===== src/rtl/sram_pkg.sv =====
// Shared types and default timing for the SRAM access controller.
package sram_pkg;

  localparam int unsigned DEF_COLS    = 16;
  localparam int unsigned DEF_ROWS    = 16;
  localparam int unsigned DEF_PRE_CYC = 2;
  localparam int unsigned DEF_WL_CYC  = 2;
  localparam int unsigned DEF_SA_CYC  = 1;

  typedef enum logic [1:0] {
    IDLE  = 2'd0,
    PRE   = 2'd1,
    WL    = 2'd2,
    SENSE = 2'd3
  } state_e;

  function automatic int unsigned max3(input int unsigned a, input int unsigned b,
                                       input int unsigned c);
    int unsigned m;
    m = (a > b) ? a : b;
    return (m > c) ? m : c;
  endfunction

endpackage


===== src/rtl/sram_wl_decoder.sv =====
// Registered one-hot wordline decoder; rows at or above ROWS never fire.
module sram_wl_decoder
  import sram_pkg::*;
#(
  parameter int unsigned ROWS   = DEF_ROWS,
  parameter int unsigned ADDR_W = $clog2(ROWS)
) (
  input  logic              clk,
  input  logic              rst_n,
  input  logic              en_i,
  input  logic [ADDR_W-1:0] addr_i,
  output logic [ROWS-1:0]   wl_o
);

  logic [ROWS-1:0] wl_d, wl_q;

  always_comb begin
    wl_d = '0;
    for (int unsigned r = 0; r < ROWS; r++) begin
      wl_d[r] = en_i && (addr_i == ADDR_W'(r));
    end
  end

  // Async clear drops the wordline the moment reset asserts.
  always_ff @(posedge clk or negedge rst_n) begin
    if (!rst_n) wl_q <= '0;
    else        wl_q <= wl_d;
  end

  assign wl_o = wl_q;

endmodule


===== src/rtl/sram_access_ctrl.sv =====
// Sequences precharge, wordline, write drive and sense for one SRAM macro access.
module sram_access_ctrl
  import sram_pkg::*;
#(
  parameter int unsigned COLS    = DEF_COLS,
  parameter int unsigned ROWS    = DEF_ROWS,
  parameter int unsigned ADDR_W  = $clog2(ROWS),
  parameter int unsigned PRE_CYC = DEF_PRE_CYC,
  parameter int unsigned WL_CYC  = DEF_WL_CYC,
  parameter int unsigned SA_CYC  = DEF_SA_CYC
) (
  input  logic              clk,
  input  logic              rst_n,
  input  logic              req_i,
  input  logic              we_i,
  input  logic [ADDR_W-1:0] addr_i,
  input  logic [COLS-1:0]   wdata_i,
  output logic              ready_o,
  output logic              rd_wr_o,
  output logic              pre_en_o,
  output logic [ROWS-1:0]   wl_o,
  output logic [COLS-1:0]   bl_wr_o,
  output logic [COLS-1:0]   blb_wr_o,
  output logic              sae_o,
  input  logic [COLS-1:0]   sa_data_i,
  output logic [COLS-1:0]   rdata_o,
  output logic              rvalid_o,
  output logic              wdone_o,
  output logic              err_o
);

  localparam int unsigned MAX_CYC = max3(PRE_CYC, WL_CYC, SA_CYC);
  localparam int unsigned CNT_W   = $clog2(MAX_CYC) + 1;

  state_e            state_q, state_d;
  logic [CNT_W-1:0]  cnt_q, cnt_d;
  logic              we_q, we_d;
  logic [ADDR_W-1:0] addr_q, addr_d;
  logic [COLS-1:0]   wdata_q, wdata_d;
  logic [COLS-1:0]   rdata_q, rdata_d;
  logic              ready_q, ready_d, rd_wr_q, rd_wr_d, pre_en_q, pre_en_d, sae_q, sae_d;
  logic              rvalid_q, rvalid_d, wdone_q, wdone_d, err_q, err_d;
  logic [COLS-1:0]   bl_wr_q, bl_wr_d, blb_wr_q, blb_wr_d;
  logic              accept, addr_ok, wr_win, wl_en;

  // Next state plus outputs derived from it, so registered outputs align with the state.
  always_comb begin
    state_d  = state_q;
    cnt_d    = cnt_q;
    we_d     = we_q;
    addr_d   = addr_q;
    wdata_d  = wdata_q;
    rdata_d  = rdata_q;
    accept   = req_i && ready_q;
    addr_ok  = {1'b0, addr_i} < (ADDR_W + 1)'(ROWS);

    if (accept) begin
      we_d    = we_i;
      addr_d  = addr_i;
      wdata_d = wdata_i;
    end

    case (state_q)
      IDLE: begin
        if (accept && addr_ok) begin
          state_d = PRE;
          cnt_d   = CNT_W'(PRE_CYC - 1);
        end
      end
      PRE: begin
        if (cnt_q == '0) begin
          state_d = WL;
          cnt_d   = CNT_W'(WL_CYC - 1);
        end else begin
          cnt_d = cnt_q - CNT_W'(1);
        end
      end
      WL: begin
        if (cnt_q == '0) begin
          state_d = we_q ? IDLE : SENSE;
          cnt_d   = we_q ? '0 : CNT_W'(SA_CYC - 1);
        end else begin
          cnt_d = cnt_q - CNT_W'(1);
        end
      end
      SENSE: begin
        if (cnt_q == '0) begin
          state_d = IDLE;
          rdata_d = sa_data_i;
        end else begin
          cnt_d = cnt_q - CNT_W'(1);
        end
      end
      default: begin
        state_d = IDLE;
        cnt_d   = '0;
      end
    endcase

    wl_en    = (state_d == WL);
    wr_win   = wl_en && we_q;
    ready_d  = (state_d == IDLE);
    pre_en_d = (state_d == IDLE) || (state_d == PRE);
    sae_d    = (state_d == SENSE);
    rd_wr_d  = !wr_win;
    bl_wr_d  = wr_win ? wdata_q : '1;
    blb_wr_d = wr_win ? ~wdata_q : '1;
    rvalid_d = (state_q == SENSE) && (state_d == IDLE);
    wdone_d  = (state_q == WL) && (state_d == IDLE);
    err_d    = accept && !addr_ok;
  end

  always_ff @(posedge clk or negedge rst_n) begin
    if (!rst_n) begin
      state_q  <= IDLE;
      cnt_q    <= '0;
      we_q     <= 1'b0;
      addr_q   <= '0;
      wdata_q  <= '0;
      rdata_q  <= '0;
      ready_q  <= 1'b1;
      rd_wr_q  <= 1'b1;
      pre_en_q <= 1'b1;
      sae_q    <= 1'b0;
      bl_wr_q  <= '1;
      blb_wr_q <= '1;
      rvalid_q <= 1'b0;
      wdone_q  <= 1'b0;
      err_q    <= 1'b0;
    end else begin
      state_q  <= state_d;
      cnt_q    <= cnt_d;
      we_q     <= we_d;
      addr_q   <= addr_d;
      wdata_q  <= wdata_d;
      rdata_q  <= rdata_d;
      ready_q  <= ready_d;
      rd_wr_q  <= rd_wr_d;
      pre_en_q <= pre_en_d;
      sae_q    <= sae_d;
      bl_wr_q  <= bl_wr_d;
      blb_wr_q <= blb_wr_d;
      rvalid_q <= rvalid_d;
      wdone_q  <= wdone_d;
      err_q    <= err_d;
    end
  end

  sram_wl_decoder #(
    .ROWS   (ROWS),
    .ADDR_W (ADDR_W)
  ) u_wl_dec (
    .clk    (clk),
    .rst_n  (rst_n),
    .en_i   (wl_en),
    .addr_i (addr_q),
    .wl_o   (wl_o)
  );

  assign ready_o  = ready_q;
  assign rd_wr_o  = rd_wr_q;
  assign pre_en_o = pre_en_q;
  assign sae_o    = sae_q;
  assign bl_wr_o  = bl_wr_q;
  assign blb_wr_o = blb_wr_q;
  assign rdata_o  = rdata_q;
  assign rvalid_o = rvalid_q;
  assign wdone_o  = wdone_q;
  assign err_o    = err_q;

endmodule

===== config.mk =====
export PLATFORM = sky130hd
export DESIGN_NAME = sram_access_ctrl
export DESIGN_NICKNAME = d
export VERILOG_FILES = /design/src/rtl/sram_pkg.sv /design/src/rtl/sram_wl_decoder.sv /design/src/rtl/sram_access_ctrl.sv
export SDC_FILE = /design/constraint.sdc
export NUM_CORES = 1
export LEC_CHECK = 0
export ABC_AREA = 1
export ABC_CLOCK_PERIOD_IN_PS = 3300
export CAP_MARGIN = 10
export CORE_MARGIN = 5
export CORE_UTILIZATION = 50
export CTS_CLUSTER_DIAMETER = 100
export DETAILED_ROUTE_END_ITERATION = 12
export GPL_ROUTABILITY_DRIVEN = 0
export PLACE_DENSITY_LB_ADDON = 0.12
export SLEW_MARGIN = 10
export SYNTH_ARGS = -nofsm -noshare
export SYNTH_HDL_FRONTEND = slang
export SYNTH_SLANG_ARGS = --single-unit

===== constraint.sdc =====
create_clock -name clk -period 3.3 [get_ports clk]
set_input_delay 0.33 -clock clk [delete_from_list [all_inputs] [get_ports clk]]
set_output_delay 0.33 -clock clk [all_outputs]
set_load 0.02 [all_outputs]

## After elaboration in Yosys (flattened, before gate mapping)

Index checks and enable logic that the tools add are counted.

| cells by class | value |
|---|---|
| add/sub/neg operators | 1 |
| eq/ne operators | 23 |
| muxes and demuxes | 13 |
| bitwise logic cells | 1 |
| reduce and logical (&&, ||, !) cells | 28 |

Operators by type and width:

| cell | number |
|---|---|
| $eq 4x4->1 const B | 8 |
| $mux 16 | 2 |
| $logic_and 1x1->1 | 20 |
| $mux 2 | 9 |
| $eq 4x3->1 const B | 4 |
| $not 16->16 | 1 |
| $pmux 2 s4 | 2 |
| $eq 2x2->1 const B | 4 |
| $eq 4x2->1 const B | 2 |
| $logic_not 2->1 | 3 |
| $eq 2x1->1 const B | 2 |
| $eq 4x1->1 const B | 1 |
| $logic_not 4->1 | 1 |
| $ne 2x2->1 const B | 2 |
| $reduce_and 2->1 | 2 |
| $sub 2x1->2 const B | 1 |
| $logic_not 1->1 | 1 |
| $logic_or 1x1->1 | 1 |

| word-level totals | value |
|---|---|
| register bits | 95 |

## Depth between registers and ports, before layout

Gate-level depths: netlist of the first run.

| logic depth | value |
|---|---|
| word-level depth | 6 |
| depth in mapped cells | 9 |

## Hierarchy

A second synthesis of the first run with hierarchy kept.

| second synthesis, totals | value |
|---|---|
| cells, all modules | 309 |
| area total of the unflattened synthesis | 3639.7 µm² |

Modules (own cells, without submodules):

| module | instances | cells an instance | area each (µm²) |
|---|---|---|---|
| sram_access_ctrl | 1 | 260 | 3108.0 |
| sram_wl_decoder | 1 | 49 | 531.8 |

## Least setup slack after synthesis of the first run

No wires, ideal clock.

| path | value |
|---|---|
| path kind | reg2reg |
| start point | register cnt_q[0] |
| end point | register u_wl_dec.wl_q[0], in the netlist u_wl_dec.wl_o[0] |
| data arrival time | 1.431 ns |
| required time | 3.184 ns |
| slack | 1.753 ns |
| stages on the path, launching flop included | 10 |
| buffers on the path | 2 |
| cells stage by stage | dfrtp_1 > inv_1 > ha_1 > buf_2 > nand2_1 > nor2_2 > nor2_8 > nand2_4 > buf_6 > nor2_2 |

| on the way | value |
|---|---|
| longest elaborated chain between the ends | 5 |

RTL lines:

| item | line | source |
|---|---|---|
| from (decl) | sram_access_ctrl.sv:36 | `logic [CNT_W-1:0] cnt_q, cnt_d;` |
| from (signal assigned) | sram_access_ctrl.sv:132 | `cnt_q <= cnt_d;` |
| $logic_not 2->1 (*) | sram_access_ctrl.sv:71, sram_access_ctrl.sv:79, sram_access_ctrl.sv:87 |  |
| $mux 2, on equally long branches | sram_access_ctrl.sv:87, sram_access_ctrl.sv:71, sram_access_ctrl.sv:79 |  |
| $pmux 2 s4 (*) | sram_access_ctrl.sv:63 | `case (state_q)` |
| $eq 2x2->1 (*) | sram_access_ctrl.sv:100 | `wl_en = (state_d == WL);` |
| $logic_and 1x1->1 (*) | sram_wl_decoder.sv:20 | `wl_d[r] = en_i && (addr_i == ADDR_W'(r));` |
| net u_wl_dec.wl_d[0] | sram_wl_decoder.sv:15 | `logic [ROWS-1:0] wl_d, wl_q;` |
| to (signal assigned) | sram_wl_decoder.sv:27 | `else wl_q <= wl_d;` |
| to (decl) | sram_wl_decoder.sv:15 |  |

Mark *: on every way through the listed nets, which the timed path passes. The rest lies on a longest branch.
A chain may end at the register's enable or synchronous reset.

## Worst setup path in the final report of the first run

| path | value |
|---|---|
| start point | register cnt_q[0] |
| end point | register u_wl_dec.wl_q[15], in the netlist u_wl_dec.wl_o[15] |

The elaborated chain is that of the path after synthesis.

==> flow_metrics.env, run 1 <==
export IMPL_rsz0062_at_grt="false"
export IMPL_async_flop_share_pct=100
export IMPL_die_area_um2=9100
export IMPL_start_kind="flop"
export IMPL_dpl_cell_count=542
export IMPL_min_path_type="input port to async pin"
export IMPL_finalCritPeriodShare_pct=65.1
export IMPL_grtUsageTotal_pct=18.9
export IMPL_fp_dieW_um=95.4
export IMPL_relSlewSlack_pct=49.0
export IMPL_clock_sinks=95
export IMPL_grt_max_degree=65
export IMPL_fin_util_pct=69.2
export IMPL_htreeDepth=3
export IMPL_drt_iter0_markers=87
export IMPL_clk_latency_ns=0.35
export IMPL_p_leak_uw=0.00218
export IMPL_setup_viol=0
export IMPL_core_area_um2=7180
export IMPL_rows=31
export IMPL_cts_tree="built"
export IMPL_fp_dieH_um=95.4
export IMPL_intPower_uw=2610
export IMPL_syn_to_final_growth_pct=36.1
export IMPL_comb_power_share_pct=43.0
export IMPL_initial_core_util_pct=50.8
export IMPL_pwr_share_seq_pct=41.5
export IMPL_yosys_most_used_dff="dfrtp_1"
export IMPL_netSwitchingFraction_pct=41.1
export IMPL_syn_inst=349
export IMPL_crit_path_max_fanout=36
export IMPL_yosys_warnings=0
export IMPL_tns_ns=0
export IMPL_drc_errors=0
export IMPL_postCtsHoldBufs=0
export IMPL_wirelength_mm=8.02
export IMPL_place_area_um2=4790
export IMPL_grt_overflow_total=0
export IMPL_detail_route_antenna_nets=0
export IMPL_dp_hpwl_mm=5.54
export IMPL_grt_util_met2_pct=30.0
export IMPL_ys_ff_latch=95
export IMPL_yosysUniqueCellTypes=21
export IMPL_cts_setup_buffers=0
export IMPL_p_clk_share_pct=15.5
export IMPL_synth_seq_area_share_pct=66.4
export IMPL_num_antenna_cells=0
export IMPL_min_period_ns=2.15
export IMPL_busiest_layer="met2"
export IMPL_drive_gt1_share_pct=15.9
export IMPL_outcome="complete, no violations"
export IMPL_vias_per_cell=4.92
export IMPL_worstSetupEndpointType="flop"
export IMPL_vdd_ir_drop_max_uv=419
export IMPL_antenna_found_initial=0
export IMPL_cts_buffers=9
export IMPL_synth_edf_count=0
export IMPL_yosys_top_cells_count="nand2_1, dfrtp_1, dfstp_2"
export IMPL_synth_top_cell_area_share_pct=41.2
export IMPL_cts_max_path_buffers=2
export IMPL_powerDensity_nw_per_um2=893
export IMPL_grt_pass1_wl_mm=13.1
export IMPL_cp_arrival_ns=2.38
export IMPL_finalNetCount=498
export IMPL_clock_fmax_ghz=0.465
export IMPL_via_count=2746
export IMPL_syn_area_um2=3650
export IMPL_worst_pin_slew_ns=0.765
export IMPL_clk_pin_slew_worst_paths_ns=0.09
export IMPL_wl_per_cell_um=14.4
export IMPL_met3_usage_pct=4.81
export IMPL_clock_skew_final_ns=0.00915
export IMPL_netlist_top_cells_area="dfrtp_1, dfstp_2, nand2_1"
export IMPL_ctsResizeCount=0
export IMPL_cts_root_buf="clkbuf_8"
export IMPL_use_met1_pct=25.0
export IMPL_io_pins=111
export IMPL_portBuffers=109
export IMPL_yosys_area_top_type="dfrtp_1"
export IMPL_stdcell_area_um2=4960
export IMPL_path_class="flop to flop"
export IMPL_hold_viol=0
export IMPL_p_switching_uw=1820
export IMPL_synth_avg_cell_area_um2=10.5
export IMPL_instances_no_fill=558
export IMPL_maxCapViolCount=0
export IMPL_synth_nets=393
export IMPL_required_ns=3.53
export IMPL_finalMaxSlewViolations=0
export IMPL_grt_pass1_vias=2709
export IMPL_yosysMostFrequentCell="nand2_1"
export IMPL_firstDrtPassIters=5
==> per-stage QoR <==
stage	hold WS, ns	total power (uW)	worst slack (ns)
finish	0.0342	4430	1.15
global placement	0.441	3720	1.28
global route	0.0949	4750	0.969
CTS	0.0610	4460	1.16
floorplan	0.0344	3050	1.75
detailed placement	0.449	3770	1.18
==> logic make-up (layout without fill, tap and decap cells) <==
logic type / Yosys count / after routing / synth area share [%]
other: 1 / 1 / 0.103
adder cells (fa/ha/maj): 4 / 4 / 1.37
buffers and inverters: 54 / 164 / 6.48
AO/OA/AOI/OAI: 25 / 25 / 3.47
flip-flops: 95 / 95 / 66.4
AND/OR/NAND/NOR: 170 / 170 / 22.2
==> power groups by stage <==
| stage | Combinational (uW) | Sequential [uW] | Clock [uW] |
|---|---|---|---|
| finish | 1910 | 1840 | 685 |
| global route | 2110 | 1890 | 747 |
| CTS | 1920 | 1840 | 699 |
| detailed placement | 1910 | 1850 | 0 |
| global placement | 1880 | 1840 | 0 |
| floorplan | 942 | 2100 | 0 |
==> cell type report <==
class / count / area (um2)
clock buffers: 11 / 141
well taps: 99 / 124
fillers: 577 / 2210
multi-input cells: 200 / 990
repair buffers: 114 / 1130
inverters: 34 / 128
flip-flops and latches: 95 / 2420
clock inverters: 5 / 33.8
==> metal layers <==
layer  up-vias  share of wire (%)
met2        87                 48
met4         0                1.3
li1       1331                  -
met1      1314                 44
met5         -                  0
met3        14                7.0
==> worst max-delay path, stage by stage, from the launching register on <==
cell     delay [ns]
dfrtp_1        0.40
inv_1          0.13
ha_1           0.19
inv_1          0.06
nand3_1        0.10
nand3_2        0.59
nand2_4        0.49
nor2_1         0.08
==> placed cells by master (no fill, tap or decap), drive strengths merged <==
cell type	instances
clkinvlp	2
clkdlybuf4s50	108
nand2	89
clkbuf	11
ha	4
nand3	22
dfrtp	60
conb	1
nand4	32
o21ai	24
dfstp	35
buf	6
o22ai	1
inv	34
clkinv	3
nor2	27
==> path summary, 6_finish.rpt <==
check | end | cells after the start | slack [ns] | from
worst min register to register | blb_wr_o[6] | 1 | 0.45 | wdata_q[6]
min in group clk | blb_wr_o[6] | 1 | 0.45 | wdata_q[6]
worst min-delay path | rdata_o[15] | 1 | 0.03 | rst_n
worst max-delay path | u_wl_dec.wl_o[15] | 7 | 1.15 | cnt_q[0]
worst max register to register | u_wl_dec.wl_o[15] | 7 | 1.15 | cnt_q[0]
max in group asynchronous | bl_wr_o[15] | 2 | 2.46 | rst_n
==> state kept, by name, indices dropped and copies added, names as in the netlist <==
| register | flops |
|---|---|
| rvalid_o | 1 |
| sae_o | 1 |
| pre_en_o | 1 |
| rdata_o | 16 |
| rd_wr_o | 1 |
| we_q | 1 |
| state_q | 2 |
| wdone_o | 1 |
| wdata_q | 16 |
| u_wl_dec.wl_o | 16 |
| ready_o | 1 |
| cnt_q | 2 |
| blb_wr_o | 16 |
| bl_wr_o | 16 |
| addr_q | 4 |
Note: power is estimated with default switching activity, not from simulation.
==> run 2: changes to the inputs <==
--- a/config.mk
+++ b/config.mk
@@ -6,10 +6,10 @@
 export NUM_CORES = 1
 export LEC_CHECK = 0
 export ABC_AREA = 1
-export ABC_CLOCK_PERIOD_IN_PS = 3300
+export ABC_CLOCK_PERIOD_IN_PS = 2200
 export CAP_MARGIN = 10
 export CORE_MARGIN = 5
-export CORE_UTILIZATION = 50
+export CORE_UTILIZATION = 46
 export CTS_CLUSTER_DIAMETER = 100
 export DETAILED_ROUTE_END_ITERATION = 12
 export GPL_ROUTABILITY_DRIVEN = 0
==> constraint.sdc (replaced) <==
create_clock -name clk -period 2.2 [get_ports clk]
set_input_delay 0.22 -clock clk [delete_from_list [all_inputs] [get_ports clk]]
set_output_delay 0.22 -clock clk [all_outputs]
set_load 0.02 [all_outputs]
==> run 2 against run 1 <==
Effect of this change: die area is 7.8% higher; utilization down 4.1 points; cell count rose by 1.1%; highest routed layer unchanged; combinational power grew 54%; clock power increased by 64%; register-to-register slack lost 0.60 ns; largest cell class unchanged.
==> flow_metrics.env, run 2 (same netlist as run 1, synthesis figures left out) <==
export IMPL_outcome="complete, no violations"
export IMPL_rr_startpoint="cnt_q[0]"
export IMPL_cts_root_buf="clkbuf_8"
export IMPL_rrSetupSlack_ns=0.55
export IMPL_clk_pin_slew_worst_paths_ns=0.09
export IMPL_antenna_found_initial=0
export IMPL_path_class="flop to output pin"
export IMPL_max_stage_delay_ns=0.62
export IMPL_grtUsageTotal_pct=16.9
export IMPL_initial_core_util_pct=47.2
export IMPL_hold_viol=0
export IMPL_syn_to_final_growth_pct=37.8
export IMPL_finalMaxSlewViolations=0
export IMPL_crit_slowest_cell="clkdlybuf4s50_1"
export IMPL_rsz0062_at_grt="false"
export IMPL_crit_cells=1
export IMPL_mostFrequentLayoutCells="clkdlybuf4s50_1, nand2_1, dfrtp_1"
export IMPL_crit_chain="clkdlybuf4s50_1"
export IMPL_drt_iter0_markers=72
export IMPL_clock_skew_final_ns=0.00992
export IMPL_rows=32
export IMPL_powerDensity_nw_per_um2=1350
export IMPL_dp_hpwl_mm=5.55
export IMPL_fp_dieW_um=99.0
export IMPL_clock_sinks=95
export IMPL_vdd_ir_drop_max_uv=623
export IMPL_via_count=2714
export IMPL_min_path_type="input port to async pin"
export IMPL_worstSetupEndpointType="output pin"
export IMPL_grt_overflow_total=0
export IMPL_place_ws_ns=0.519
export IMPL_clock_fmax_ghz=0.583
export IMPL_fin_ws_ns=0.485
export IMPL_portBuffers=109
export IMPL_cts_tree="built"
export IMPL_cts_setup_buffers=0
export IMPL_cp_top_family="buffers and inverters"
export IMPL_nFillCells=642
export IMPL_setup_viol=0
export IMPL_detail_route_antenna_nets=0
export IMPL_crit_path_max_fanout=1
export IMPL_wl_per_cell_um=14.0
export IMPL_ctsResizeCount=0
export IMPL_maxCapViolCount=0
export IMPL_cts_buffers=9
export IMPL_drive_gt1_share_pct=16.2
export IMPL_finalCritPeriodShare_pct=78.0
export IMPL_timing_rr_end="cnt_q[0]"
export IMPL_wirelength_mm=7.89
export IMPL_cp_arrival_ns=1.50
export IMPL_start_kind="flop"
export IMPL_vias_per_cell=4.81
export IMPL_fp_dieH_um=99.0
export IMPL_grt_pass1_vias=2763
export IMPL_num_antenna_cells=0
export IMPL_finalNetCount=501
export IMPL_htreeDepth=3
export IMPL_tns_ns=0
export IMPL_min_period_ns=1.72
export IMPL_final_common_cell="clkdlybuf4s50_1"
export IMPL_grt_pass1_wl_mm=13.2
export IMPL_cts_max_path_buffers=2
export IMPL_core_area_um2=7730
export IMPL_die_area_um2=9810
export IMPL_fin_util_pct=65.1
export IMPL_reg2reg_depth=6
export IMPL_grt_max_degree=67
export IMPL_firstDrtPassIters=4
export IMPL_drc_errors=0
export IMPL_io_pins=111
export IMPL_p_leak_uw=0.00221
export IMPL_clk_latency_ns=0.35
export IMPL_required_ns=1.98
export IMPL_cp_num_buf_inv=1
run 2: cell types whose count changed in the layout (fill, tap and decap cells not counted):
cell | previous run | this run
clkinvlp_4 | 2 | 1
clkinv_2 | 2 | 0
buf_12 | 0 | 1
inv_6 | 1 | 0
bufinv_16 | 0 | 1
buf_4 | 6 | 7
dlygate4sd3_1 | 0 | 1
clkinv_4 | 0 | 3
inv_4 | 0 | 1
clkbuf_8 | 10 | 9
run 2: timing repair:
action,in CTS,in global routing
hold buffers,1,0
endpoints found under the hold margin,29,0
endpoints found under the setup margin,0,0
run 2: area by class of cell:
cell class	instances	area (um2)	share of cell area [%]
clock inverters	6	70.1	1.39
well taps	102	128	2.54
inverters	34	128	2.54
clock buffers	10	128	2.54
repair buffers	117	1160	23.1
flip-flops and latches	95	2420	48.2
multi-input cells	200	990	19.7
run 2: worst reg2reg max path: stages, from the launching register on:
cell     delay [ns]
dfrtp_1        0.38
inv_1          0.09
ha_1           0.24
buf_4          0.21
nand2_2        0.31
nand2_1        0.14
o21ai_0        0.21
run 2: routing by layer:
metal | track usage (%) | wire length, um | share of wire [%]
met1 | 21.8 | 3370 | 43
met2 | 26.5 | 3780 | 48
met4 | 7.67 | 159 | 2.0
met3 | 4.67 | 580 | 7.4
met5 | 0 | 0 | 0
run 2: worst max path at each step:
stage | startpoint | to | slack [ns]
after global placement | cnt_q[0] | cnt_q[0] | 0.58
after CTS | blb_wr_o[12] | blb_wr_o[12] | 0.47
after global routing | cnt_q[0] | cnt_q[0] | 0.36
after floorplan | cnt_q[0] | u_wl_dec.wl_o[0] | 0.65
final | bl_wr_o[10] | bl_wr_o[10] | 0.48
after detailed placement | cnt_q[0] | cnt_q[0] | 0.52
run 2: stage by stage:
stage	hold slack [ns]	area [um2]	cells	power, uW
finish	0.333	5030	564	6780
global route	0.362	5030	564	7280
CTS	0.331	5030	564	6860
detailed placement	0.168	4820	547	5720
global placement	0.164	4820	547	5650
floorplan	-0.0756	3650	349	4570
run 2: power breakdown:
group          switching [uW]  internal [uW]
logic                    1840           1090
clock network             585            533
registers                 300           2420
total                    2730           4050
